$ cat src/rtl/hex_display_arbiter_pkg.sv
// hex_display_arbiter_pkg: state encoding, requester count and round-robin helpers
package hex_display_arbiter_pkg;
  localparam int N_REQ = 3;
  typedef enum logic {IDLE = 1'b0, HOLD = 1'b1} state_t;
  function automatic logic [1:0] rr_next(input logic [1:0] i);
    return i == 2'd0 ? 2'd1 : i == 2'd1 ? 2'd2 : 2'd0;
  endfunction
  function automatic logic req_at(input logic [N_REQ-1:0] r, input logic [1:0] i);
    return i == 2'd0 ? r[0] : i == 2'd1 ? r[1] : r[2];
  endfunction
endpackage

$ cat src/rtl/hex_display_arbiter_rr_pick3.sv
// rr_pick3: combinational round-robin pick among 3 requesters
// Ports: req[2:0] requests, last[1:0] previous owner;
//        valid (any request), idx[1:0] winner searched from last+1 with wrap 2->0
module rr_pick3
  import hex_display_arbiter_pkg::*;
(
  input  logic [N_REQ-1:0] req,
  input  logic [1:0]       last,
  output logic             valid,
  output logic [1:0]       idx
);
  logic [1:0] w_s0, w_s1, w_s2;
  assign w_s0  = rr_next(last);
  assign w_s1  = rr_next(w_s0);
  assign w_s2  = rr_next(w_s1);
  assign valid = |req;
  assign idx   = req_at(req, w_s0) ? w_s0 : req_at(req, w_s1) ? w_s1 : w_s2;
endmodule

$ cat src/rtl/hex_display_arbiter.sv
// hex_display_arbiter: time-sliced round-robin ownership of a shared 4-digit hex display
// Ports: clk, rst_n (sync, active-low); req[2:0] level requests; data0..2 offered values;
//        grant one-hot owner (0 when idle); disp_data to display driver; owner last/current index;
//        busy high while holding
module hex_display_arbiter
  import hex_display_arbiter_pkg::*;
#(
  parameter int HOLD_CYCLES = 50_000_000
) (
  input  logic             clk,
  input  logic             rst_n,
  input  logic [N_REQ-1:0] req,
  input  logic [15:0]      data0,
  input  logic [15:0]      data1,
  input  logic [15:0]      data2,
  output logic [N_REQ-1:0] grant,
  output logic [15:0]      disp_data,
  output logic [1:0]       owner,
  output logic             busy
);
  localparam int CW = $clog2(HOLD_CYCLES + 1);
  state_t           r_state;
  logic [CW-1:0]    r_cnt;
  logic [N_REQ-1:0] r_grant;
  logic [15:0]      r_disp;
  logic [1:0]       r_owner;
  logic             w_valid, w_expired;
  logic [1:0]       w_idx;
  logic [15:0]      w_win_data, w_own_data;
  rr_pick3 u_pick (
    .req  (req),
    .last (r_owner),
    .valid(w_valid),
    .idx  (w_idx)
  );
  assign w_win_data = w_idx == 2'd0 ? data0 : w_idx == 2'd1 ? data1 : data2;
  assign w_own_data = r_owner == 2'd0 ? data0 : r_owner == 2'd1 ? data1 : data2;
  assign w_expired  = r_cnt == CW'(HOLD_CYCLES);
  // IDLE and hold expiry share one decision; at expiry the search starts after the
  // owner, so the owner is only re-granted when nobody else is requesting
  always_ff @(posedge clk) begin
    if (!rst_n) begin
      r_state <= IDLE;
      r_cnt   <= '0;
      r_grant <= '0;
      r_disp  <= '0;
      r_owner <= 2'd2;
    end else if (r_state == IDLE || w_expired) begin
      if (w_valid) begin
        r_state <= HOLD;
        r_cnt   <= CW'(1);
        r_grant <= N_REQ'(1) << w_idx;
        r_owner <= w_idx;
        r_disp  <= w_win_data;
      end else begin
        r_state <= IDLE;
        r_cnt   <= '0;
        r_grant <= '0;
      end
    end else begin
      r_cnt <= r_cnt + CW'(1);
      if (req_at(req, r_owner)) r_disp <= w_own_data;
    end
  end
  assign grant     = r_grant;
  assign disp_data = r_disp;
  assign owner     = r_owner;
  assign busy      = r_state == HOLD;
endmodule
$ cat config.mk
export PLATFORM = sky130hd
export DESIGN_NAME = hex_display_arbiter
export DESIGN_NICKNAME = d
export VERILOG_FILES = /design/src/rtl/hex_display_arbiter_pkg.sv /design/src/rtl/hex_display_arbiter_rr_pick3.sv /design/src/rtl/hex_display_arbiter.sv
export SDC_FILE = /design/constraint.sdc
export NUM_CORES = 1
export LEC_CHECK = 0
export CAP_MARGIN = 5
export CORE_MARGIN = 8
export CORE_UTILIZATION = 44
export CTS_CLUSTER_SIZE = 10
export DETAILED_ROUTE_END_ITERATION = 8
export PLACE_DENSITY = 0.76
export SYNTH_ARGS = -nofsm -noshare
export SYNTH_HDL_FRONTEND = slang
export SYNTH_SLANG_ARGS = --single-unit
$ cat constraint.sdc
create_clock -name clk -period 1.95 [get_ports clk]
set_input_delay 0.195 -clock clk [delete_from_list [all_inputs] [get_ports clk]]
set_output_delay 0.195 -clock clk [all_outputs]
set_load 0.005 [all_outputs]
==> flow_metrics.py, run 1 <==
metrics = {
    "timing": {
        "min_period_over_period_pct": 97.9,
        "max_slew_margin_pct": 74.2,
        "worst_slack_ns": 0.0411,
        "rsz0062_at_grt": "yes",
        "skew_ns": 0.00858,
        "drv_slew": 0,
        "fmax_ghz": 0.524,
        "holdWs_ns": 0.466,
        "setup_viol": 0,
        "min_period_ns": 1.91,
        "hold_viol_final": 0,
        "worst_pin_slew_ns": 0.387,
    },
    "route": {
        "ant_nets": 0,
        "post_drt_wl_per_cell_um": 16.8,
        "drt-vias-per-instance": 5.85,
        "wirelength_um": 8530,
        "drtPass1Iterations": 5,
        "vias": 2968,
        "drc_errors": 0,
        "drt_iter0_drc": 136,
    },
    "logic_synthesis": {
        "synthFlopType": "dfxtp_1",
        "synth.distinct_cells": 47,
        "synth-compound-area-share_pct": 20.0,
        "ys_ff_latch": 48,
        "synth_common_cells": "dfxtp_1 (48), nand3_1 (43), nand2_1 (33), nor2_1 (33), xnor2_1 (19)",
        "synth_area_leader_cell": "dfxtp_1",
        "synth_top_family_by_area": "simple AND/OR/NAND/NOR gates",
        "synth.area.mux_share_pct": 5.98,
        "ys_top_cells_by_area": "dfxtp_1 (34%), nand3_1 (7.6%), mux2i_1 (6.0%)",
        "synthSimpleGateAreaFrac_pct": 27.3,
        "syn_area_per_cell_um2": 8.62,
        "synth_area_mm2": 0.00284,
        "yosysWarnings": 0,
        "async_flop_share_pct": 0,
        "synth_top_area_share_pct": 33.8,
        "synthCells": 330,
        "synth-xor-area-share_pct": 7.39,
        "synthAdderAreaFrac_pct": 0.880,
        "yosysSeqAreaShare_pct": 33.8,
        "synth_most_common_cell": "dfxtp_1",
        "synth_nets": 385,
        "synth_edf_count": 0,
    },
    "outcome": {
        "status": "finished, final reports clean",
    },
    "placement": {
        "io_buffer_count": 74,
        "pre_cts_ws_ns": -0.0723,
        "place_area_mm2": 0.00391,
        "place_congestion": 0.827,
        "hpwl_um": 6380,
    },
    "worst_setup_path": {
        "worst_ep_arrival_time_ns": 2.10,
        "endpoint": "disp_data[9]$_SDFFE_PN0P_",
        "required_ns": 2.14,
        "startpoint": "r_cnt[0]$_SDFF_PN0_",
        "start_kind": "flip-flop",
        "cp_max_fo": 8,
        "r2r_cells": 7,
        "crit_type": "reg2reg",
        "reg2reg_to": "disp_data[9]$_SDFFE_PN0P_",
        "worstSetupEndpointType": "flip-flop",
        "worstReg2RegStart": "r_cnt[0]$_SDFF_PN0_",
        "rrSetupSlack_ns": 0.04,
    },
    "die": {
        "die_w_um": 96.4,
        "rows": 29,
        "die_area_mm2": 0.00929,
        "die_h_um": 96.4,
        "io_pins": 75,
        "initial_core_util_pct": 45.0,
        "core_area_mm2": 0.00631,
    },
    "pwr": {
        "ir_drop_mv": 0.434,
        "power_mw": 2.34,
        "p_leak_nw": 1.42,
        "power.density_mw_per_mm2": 580,
    },
    "final_layout": {
        "drive_above_1_share_pct": 14.9,
        "multi_input_area_mm2": 0.00179,
        "design_area_mm2": 0.00404,
        "nets": 484,
        "diodes": 0,
        "area_growth_pct": 42.1,
        "register_area_um2": 965,
        "fill_cells": 565,
    },
    "global_routing": {
        "grt_pass1_wl_um": 14700,
        "grt_overflow_total": 0,
        "grt_max_degree": 25,
        "antenna_found_initial": 0,
        "grt_pass1_vias": 3119,
        "grtUsageTotal_pct": 19.8,
    },
    "clock_network": {
        "cts_buffer_depth": 2,
        "cts_buffers": 5,
        "cts_sinks": 48,
        "path_clk_slew_ns": 0.08,
        "clk_latency_ns": 0.30,
        "cts_tree": "done",
        "cts_root_buf": "clkbuf_8",
        "htree_levels": 2,
    },
    "job": {
        "maxCapViolCount": 0,
    },
    "worst_hold_path": {
        "hold_class": "reg2reg",
    },
}
## power breakdown
part | switching [mW] | internal (mW) | total, mW | leakage [nW]
Sequential | 0.0383 | 1.03 | 1.07 | 0.393
Clock | 0.313 | 0.290 | 0.603 | 0.0455
Combinational | 0.295 | 0.376 | 0.671 | 0.979
Total | 0.646 | 1.70 | 2.34 | 1.42
## flip-flops by register name (all words and copies together), names as in the netlist
register / count
r_cnt: 26
disp_data: 16
grant: 3
owner: 2
busy: 1
## worst max-delay path, stage by stage, from the launching register on
cell	delay, ns
dfxtp_2	0.33
inv_2	0.06
ha_4	0.12
and4bb_2	0.26
nand4_4	0.14
o311a_4	0.38
o21a_4	0.28
a32o_1	0.23
## worst min path at each step
stage / cells after the start / startpoint / end
final: 2 / grant[0]$_SDFFE_PN0N_ / grant[0]$_SDFFE_PN0N_
after detailed placement: 2 / grant[0]$_SDFFE_PN0N_ / grant[0]$_SDFFE_PN0N_
after global routing: 2 / grant[0]$_SDFFE_PN0N_ / grant[0]$_SDFFE_PN0N_
after CTS: 2 / grant[0]$_SDFFE_PN0N_ / grant[0]$_SDFFE_PN0N_
after floorplan: 1 / rst_n / owner[1]$_SDFFE_PN1P_
after global placement: 2 / grant[0]$_SDFFE_PN0N_ / grant[0]$_SDFFE_PN0N_
## final cells by class
class / instances / share of cell area, %
inverters: 6 / 0.557
clock buffers: 8 / 2.23
repair buffers: 114 / 26.8
well taps: 77 / 2.38
multi-input cells: 254 / 44.2
flip-flops and latches: 48 / 23.9
## per-stage QoR
| step | utilization (%) | std cells | TNS, ns |
|---|---|---|---|
| global placement | 61.9 | 497 | -0.0868 |
| global route | 64.0 | 507 | -0.262 |
| detailed placement | 61.9 | 497 | -1.01 |
| floorplan | - | 330 | 0 |
| CTS | 63.9 | 507 | -0.00481 |
| finish | 64.0 | 507 | 0 |
## cells by family (layout without fill, tap and decap cells)
family,after synthesis,count (layout)
buf+inv,29,128
compound gates,64,65
mux,17,17
xor+xnor,24,24
simple gates,146,146
flops,48,48
fa+ha+maj,2,2
## routing by layer
metal	wire [um]	track usage, %	up-vias
li1	-	-	1431
met1	3530	22.7	1430
met2	4370	35.1	95
met3	523	5.49	12
met4	109	5.67	0
met5	0	0	-
## cell usage in the layout (no fill, tap or decap), drive strengths merged, types with 2 or more instances in the layout
cell,count
and4,2
and3,4
nor3,8
buf,40
nand2,33
xor2,5
o211ai,17
xnor2,19
nor4b,2
dfxtp,48
o21a,2
ha,2
clkbuf,8
nor4,5
nand3,43
nand4,8
clkdlybuf4s50,74
o21ai,2
a21oi,2
mux2i,17
o32ai,2
nor2,33
a22oi,16
inv,6
a32o,16
## what timing repair did
item	CTS	global route
pin swaps	1	2
hold buffers	0	0
endpoints found under the hold margin	0	0
endpoints found under the setup margin	16	18
cloned	1	0
setup buffers	1	0
gates resized for setup	7	3
No activity file was read; power rests on OpenSTA's default activity.
==> run 2, diff against run 1 <==
--- a/config.mk
+++ b/config.mk
@@ -7,10 +7,11 @@
 export LEC_CHECK = 0
 export CAP_MARGIN = 5
 export CORE_MARGIN = 8
-export CORE_UTILIZATION = 44
+export CORE_UTILIZATION = 53
 export CTS_CLUSTER_SIZE = 10
 export DETAILED_ROUTE_END_ITERATION = 8
-export PLACE_DENSITY = 0.76
+export GPL_ROUTABILITY_DRIVEN = 0
+export PLACE_DENSITY = 0.86
 export SYNTH_ARGS = -nofsm -noshare
 export SYNTH_HDL_FRONTEND = slang
 export SYNTH_SLANG_ARGS = --single-unit
==> constraint.sdc (replaced) <==
create_clock -name clk -period 2.35 [get_ports clk]
set_input_delay 0.235 -clock clk [delete_from_list [all_inputs] [get_ports clk]]
set_output_delay 0.235 -clock clk [all_outputs]
set_load 0.005 [all_outputs]
==> run 2 against run 1 <==
Effect of this change:
- power is 20% lower
- via count is 2.9% lower
- first-iteration DRC count is 67% higher
- largest cell class unchanged
- global-route usage is 2.9 points higher
- sequential share of layout area is 1.5 points higher
- sequential cell count stayed put
- critical endpoint is now disp_data[5]$_SDFFE_PN0P_
==> flow_metrics.py, run 2 (same netlist as run 1, synthesis figures left out) <==
metrics = {
    "outcome": {
        "status": "finished, final reports clean",
    },
    "timing": {
        "max_slew_margin_pct": 54.1,
        "skew_ns": 0.00346,
        "min_period_over_period_pct": 94.9,
        "fmax_ghz": 0.448,
        "rsz0062_at_grt": "no",
        "min_period_ns": 2.23,
        "drv_slew": 0,
        "worst_pin_slew_ns": 0.689,
        "hold_viol_final": 0,
        "fin_tns_setup_ns": 0,
        "setup_viol": 0,
    },
    "worst_setup_path": {
        "crit_path_max_incr_delay_ns": 0.58,
        "crit_path_top_delay_cell": "nor3_4",
        "timing.critical_path.max_delay_family": "simple AND/OR/NAND/NOR gates",
        "worstSetupEndpointType": "flip-flop",
        "r2r_cells": 7,
        "worstReg2RegStart": "r_cnt[0]$_SDFF_PN0_",
        "required_ns": 2.59,
        "rrSetupSlack_ns": 0.12,
        "worst_ep_arrival_time_ns": 2.47,
        "crit_type": "reg2reg",
        "crit_buf_inv": 1,
        "startpoint": "r_cnt[0]$_SDFF_PN0_",
        "cp_max_fo": 16,
        "worstPathCellList": "inv_1 -> ha_1 -> and4bb_1 -> nand4_4 -> o311a_4 -> nor3_4 -> a32o_1",
        "reg2reg_to": "disp_data[5]$_SDFFE_PN0P_",
        "start_kind": "flip-flop",
    },
    "placement": {
        "place_area_mm2": 0.00371,
        "io_buffer_count": 74,
        "hpwl_um": 6220,
    },
    "route": {
        "drc_errors": 0,
        "drtPass1Iterations": 5,
        "vias": 2881,
        "wirelength_um": 8420,
        "drt_iter0_drc": 227,
        "post_drt_wl_per_cell_um": 17.6,
        "drt-vias-per-instance": 6.04,
        "ant_nets": 0,
    },
    "final_layout": {
        "area_growth_pct": 33.3,
        "final_cell_mix": "clkdlybuf4s50_1 (74), dfxtp_1 (48), nand3_1 (43)",
        "design_area_mm2": 0.00379,
        "largest_reg_flops": 26,
        "largest_register": "r_cnt",
        "fill_cells": 412,
        "final_common_cell": "clkdlybuf4s50_1",
        "drive_above_1_share_pct": 8.60,
        "diodes": 0,
        "nets": 462,
    },
    "worst_hold_path": {
        "hp-start": "grant[0]$_SDFFE_PN0N_",
        "worstHoldPathCells": 2,
        "hold_class": "reg2reg",
        "min_to": "grant[0]$_SDFFE_PN0N_",
    },
    "die": {
        "rows": 26,
        "core_area_mm2": 0.00514,
        "die_h_um": 89.3,
        "initial_core_util_pct": 55.3,
        "io_pins": 75,
        "die_w_um": 89.3,
        "die_area_mm2": 0.00797,
    },
    "job": {
        "maxCapViolCount": 0,
    },
    "clock_network": {
        "cts_buffer_depth": 2,
        "path_clk_slew_ns": 0.08,
        "ctsResizeCount": 0,
        "cts_buffers": 5,
        "cts_hold_buffers": 0,
        "cts_root_buf": "clkbuf_8",
        "clk_latency_ns": 0.30,
        "cts_setup_buffers": 0,
        "htree_levels": 2,
        "cts_sinks": 48,
        "cts_tree": "done",
    },
    "global_routing": {
        "busiest_layer": "met2",
        "grt_use_met1_pct": 26.0,
        "grt_pass1_wl_um": 14400,
        "antenna_found_initial": 0,
        "grtUsageTotal_pct": 22.7,
        "grt_pass1_vias": 3045,
        "use_met2_pct": 38.7,
        "grt_overflow_total": 0,
        "grt_max_degree": 25,
        "grtUsageMet3_pct": 5.79,
    },
    "pwr": {
        "p_leak_nw": 1.29,
        "power.density_mw_per_mm2": 495,
        "ir_drop_mv": 0.252,
    },
}
-- run 2: changes by cell type in the layout (fill, tap and decap cells not counted), sizes merged --
cell,before,now
buf,40,19
clkinv,0,1
o21a,2,1
clkbuf,8,6
-- run 2: metal layers --
layer / part of all wire, % / vias to the layer above
met3: 6.5 / 23
met2: 49 / 105
li1: - / 1381
met5: 0 / -
met4: 2.6 / 0
met1: 42 / 1372
-- run 2: metrics by stage --
stage	setup slack [ns]	std cells	power [mW]	hold slack (ns)	utilization, %
floorplan	0.361	330	1.15	0.324	-
global placement	0.139	470	1.40	0.442	72.2
detailed placement	0.0467	470	1.42	0.460	72.2
CTS	0.0946	477	1.88	0.476	73.7
global route	0.00524	477	1.96	0.497	73.7
finish	0.119	477	1.88	0.477	73.7
-- run 2: cell type report --
class | count | area, um^2 | area share (%)
multi-input combinational | 253 | 1760 | 46.4
sequential | 48 | 961 | 25.4
timing repair buffer | 93 | 883 | 23.3
tap | 70 | 87.6 | 2.31
clock buffer | 6 | 72.6 | 1.91
inverter | 6 | 22.5 | 0.594
clock inverter | 1 | 5.00 | 0.132
-- run 2: worst max-delay path by stage --
stage / end / slack [ns] / cells past startpoint
3_3_place_gp: disp_data[5]$_SDFFE_PN0P_ / 0.14 / 6
5_1_grt: disp_data[5]$_SDFFE_PN0P_ / 0.005 / 7
4_1_cts: disp_data[5]$_SDFFE_PN0P_ / 0.09 / 7
3_5_place_dp: disp_data[5]$_SDFFE_PN0P_ / 0.05 / 6
2_1_floorplan: disp_data[0]$_SDFFE_PN0P_ / 0.36 / 7
6_report: disp_data[5]$_SDFFE_PN0P_ / 0.12 / 7
-- run 2: worst reg2reg max path: stages (launching register included) --
cell and delay, ns:
dfxtp_1 0.34, inv_1 0.06, ha_1 0.14, and4bb_1 0.24, nand4_4 0.16, o311a_4 0.44, nor3_4 0.58, a32o_1 0.21
-- run 2: power by group --
group	internal, mW	switching, mW
logic	0.283	0.230
clock network	0.203	0.265
registers	0.856	0.0383
total	1.34	0.534
==> run 3, diff against run 2 <==
--- a/config.mk
+++ b/config.mk
@@ -14,4 +14,5 @@
 export PLACE_DENSITY = 0.86
 export SYNTH_ARGS = -nofsm -noshare
 export SYNTH_HDL_FRONTEND = slang
+export SYNTH_HIERARCHICAL = 1
 export SYNTH_SLANG_ARGS = --single-unit
==> run 3 against run 2 <==
Effect of this change:
- sequential power shrank 1%
- synthesized area grew 3.7%
- wire length grew 1.9%
- register-to-register slack gained 0.04 ns
- setup slack gained 0.038 ns
- die area grew 3.1%
- clock-buffer cell count shrank 1
- critical endpoint is now grant[0]$_SDFFE_PN0P_
- sequential cell count is the same
==> flow_metrics.py, run 3 <==
metrics = {
    "global_routing": {
        "grtUsageTotal_pct": 20.9,
        "grt_pass1_vias": 2849,
        "grt_pass1_wl_um": 14300,
        "grt_overflow_total": 0,
        "antenna_found_initial": 0,
        "grt_max_degree": 25,
    },
    "worst_setup_path": {
        "path_depth": 6,
        "crit_type": "reg2reg",
        "cp_max_fo": 14,
        "start_kind": "flip-flop",
        "worstReg2RegStart": "r_cnt[10]$_SDFF_PP0_",
        "worstSetupEndpointType": "flip-flop",
        "worst_ep_arrival_time_ns": 2.44,
        "crit_path_max_incr_delay_ns": 0.47,
        "startpoint": "r_cnt[10]$_SDFF_PP0_",
        "worstPathCellList": "nor4b_1 -> nand4_1 -> o31a_1 -> buf_4 -> or4b_1 -> a21boi_1",
        "crit_buf_inv": 1,
        "endpoint": "grant[0]$_SDFFE_PN0P_",
        "r2r_cells": 6,
        "rrSetupSlack_ns": 0.16,
        "required_ns": 2.60,
        "reg2reg_to": "grant[0]$_SDFFE_PN0P_",
        "crit_path_top_delay_cell": "or4b_1",
        "timing.critical_path.max_delay_family": "simple AND/OR/NAND/NOR gates",
    },
    "final_layout": {
        "diodes": 0,
        "largest_register": "r_cnt",
        "final_common_cell": "clkdlybuf4s50_1",
        "nets": 453,
        "drive_above_1_share_pct": 16.5,
        "final_cell_mix": "clkdlybuf4s50_1 (74), dfxtp_1 (48), mux2i_1 (34)",
        "design_area_mm2": 0.00394,
        "largest_reg_flops": 26,
        "area_growth_pct": 33.5,
    },
    "pwr": {
        "power.density_mw_per_mm2": 517,
        "pwr-share-seq_pct": 43.4,
        "p_leak_nw": 1.45,
        "clockPowerShare_pct": 30.1,
        "p_int_mw": 1.49,
        "p_switching_uw": 548,
        "p_comb_share_pct": 26.5,
        "ir_drop_mv": 0.343,
        "swShare_pct": 26.9,
        "power_mw": 2.04,
    },
    "timing": {
        "min_period_over_period_pct": 93.3,
        "worst_pin_slew_ns": 0.486,
        "max_slew_margin_pct": 67.5,
        "rsz0062_at_grt": "no",
        "fin_tns_setup_ns": 0,
        "drv_slew": 0,
        "holdWs_ns": 0.454,
        "skew_ns": 0.0189,
        "setup_viol": 0,
        "hold_viol_final": 0,
        "min_period_ns": 2.19,
        "fmax_ghz": 0.456,
    },
    "die": {
        "initial_core_util_pct": 54.2,
        "die_w_um": 90.6,
        "die_area_mm2": 0.00821,
        "io_pins": 75,
        "die_h_um": 90.6,
        "core_area_mm2": 0.00544,
        "rows": 27,
    },
    "clock_network": {
        "htree_levels": 2,
        "cts_setup_buffers": 0,
        "cts_sinks": 48,
        "cts_root_buf": "clkbuf_8",
        "cts_hold_buffers": 0,
        "cts_buffers": 5,
        "path_clk_slew_ns": 0.09,
        "clk_latency_ns": 0.31,
        "cts_buffer_depth": 2,
        "cts_tree": "done",
        "ctsResizeCount": 0,
    },
    "logic_synthesis": {
        "synth_area_leader_cell": "dfxtp_1",
        "synth_top_area_share_pct": 32.6,
        "synth_edf_count": 0,
        "ys_top_cells_by_area": "dfxtp_1 (33%), mux2_2 (12%), mux2i_1 (12%)",
        "synth_area_mm2": 0.00295,
        "async_flop_share_pct": 0,
        "yosysWarnings": 6,
        "synth_most_common_cell": "dfxtp_1",
        "synth_nets": 378,
        "synth_common_cells": "dfxtp_1 (48), mux2i_1 (34), nor2_1 (33)",
        "ys_ff_latch": 48,
        "synthFlopType": "dfxtp_1",
        "synth.distinct_cells": 37,
        "synthCells": 323,
        "yosysSeqAreaShare_pct": 32.6,
        "syn_area_per_cell_um2": 9.13,
    },
    "route": {
        "drt_iter0_drc": 126,
        "ant_nets": 0,
        "vias": 2795,
        "drc_errors": 0,
        "post_drt_wl_per_cell_um": 18.2,
        "wirelength_um": 8580,
        "drtPass1Iterations": 5,
        "drt-vias-per-instance": 5.93,
    },
    "job": {
        "maxCapViolCount": 0,
    },
    "placement": {
        "place_area_mm2": 0.00382,
        "hpwl_um": 6380,
        "io_buffer_count": 74,
    },
    "outcome": {
        "status": "finished, final reports clean",
    },
    "worst_hold_path": {
        "hold_class": "reg2reg",
    },
}
-- run 3: changes by cell type in the layout (fill, tap and decap cells not counted), sizes merged, moves of 17 or more --
cell    previous run  this run
nand2             33        14
a21oi              2        32
o211ai            17         0
nand3             43        12
mux2i             17        34
mux2               0        33
-- run 3: worst min-delay path by stage --
stage                          start               endpoint  slack (ns)  depth (start not counted)
2_1_floorplan                  rst_n      busy$_SDFFE_PN0P_        0.37                          1
3_3_place_gp   grant[0]$_SDFFE_PN0P_  grant[0]$_SDFFE_PN0P_        0.44                          2
3_5_place_dp   grant[0]$_SDFFE_PN0P_  grant[0]$_SDFFE_PN0P_        0.44                          2
4_1_cts        grant[0]$_SDFFE_PN0P_  grant[0]$_SDFFE_PN0P_        0.45                          2
5_1_grt        grant[0]$_SDFFE_PN0P_  grant[0]$_SDFFE_PN0P_        0.51                          2
6_report       grant[0]$_SDFFE_PN0P_  grant[0]$_SDFFE_PN0P_        0.45                          2
-- run 3: layer usage --
layer | up-vias | part of all wire [%] | global-route usage, % | wire [um]
li1 | 1338 | - | - | -
met5 | - | 0 | 0 | 0
met4 | 0 | 1.7 | 7.21 | 146
met2 | 77 | 51 | 36.7 | 4380
met1 | 1367 | 43 | 24.4 | 3660
met3 | 13 | 4.5 | 4.24 | 389
-- run 3: power groups by stage --
stage,sequential (mW),clock [mW],combinational (mW)
6_report,0.884,0.613,0.539
5_1_grt,0.889,0.660,0.577
4_1_cts,0.883,0.632,0.538
3_5_place_dp,0.903,0,0.533
3_3_place_gp,0.901,0,0.520
2_1_floorplan,0.897,0,0.282
-- run 3: tightest hold or removal path: stages (launching register included) --
cell      delay [ns]
dfxtp_1         0.32
nand2_1         0.05
a21boi_1        0.05
-- run 3: cell families (layout without fill, tap and decap cells) --
group	Yosys count	after routing	synth area share, %
adders and majority gates	2	2	0.848
xor gates and xnor gates	24	24	7.12
muxes	67	67	24.3
and+or+nand+nor	95	95	16.6
buffers and inverters	25	101	3.82
DFF	48	48	32.6
AOI/OAI and AO/OA	62	62	14.8
-- run 3: layout make-up --
| type | instances | area (um^2) |
|---|---|---|
| Multi-Input combinational cell | 250 | 1890 |
| Fill cell | 382 | 1500 |
| Sequential cell | 48 | 961 |
| Timing Repair Buffer | 90 | 873 |
| Tap cell | 72 | 90.1 |
| Clock buffer | 5 | 68.8 |
| Clock inverter | 3 | 47.5 |
| Inverter | 3 | 11.3 |
-- run 3: metrics by stage --
| step | instances | utilization (%) | setup WS [ns] |
|---|---|---|---|
| 2_1_floorplan | 323 | - | 0.419 |
| 3_3_place_gp | 463 | 70.3 | 0.177 |
| 3_5_place_dp | 463 | 70.3 | 0.132 |
| 4_1_cts | 471 | 72.4 | 0.167 |
| 5_1_grt | 471 | 72.4 | 0.0176 |
| 6_report | 471 | 72.4 | 0.157 |
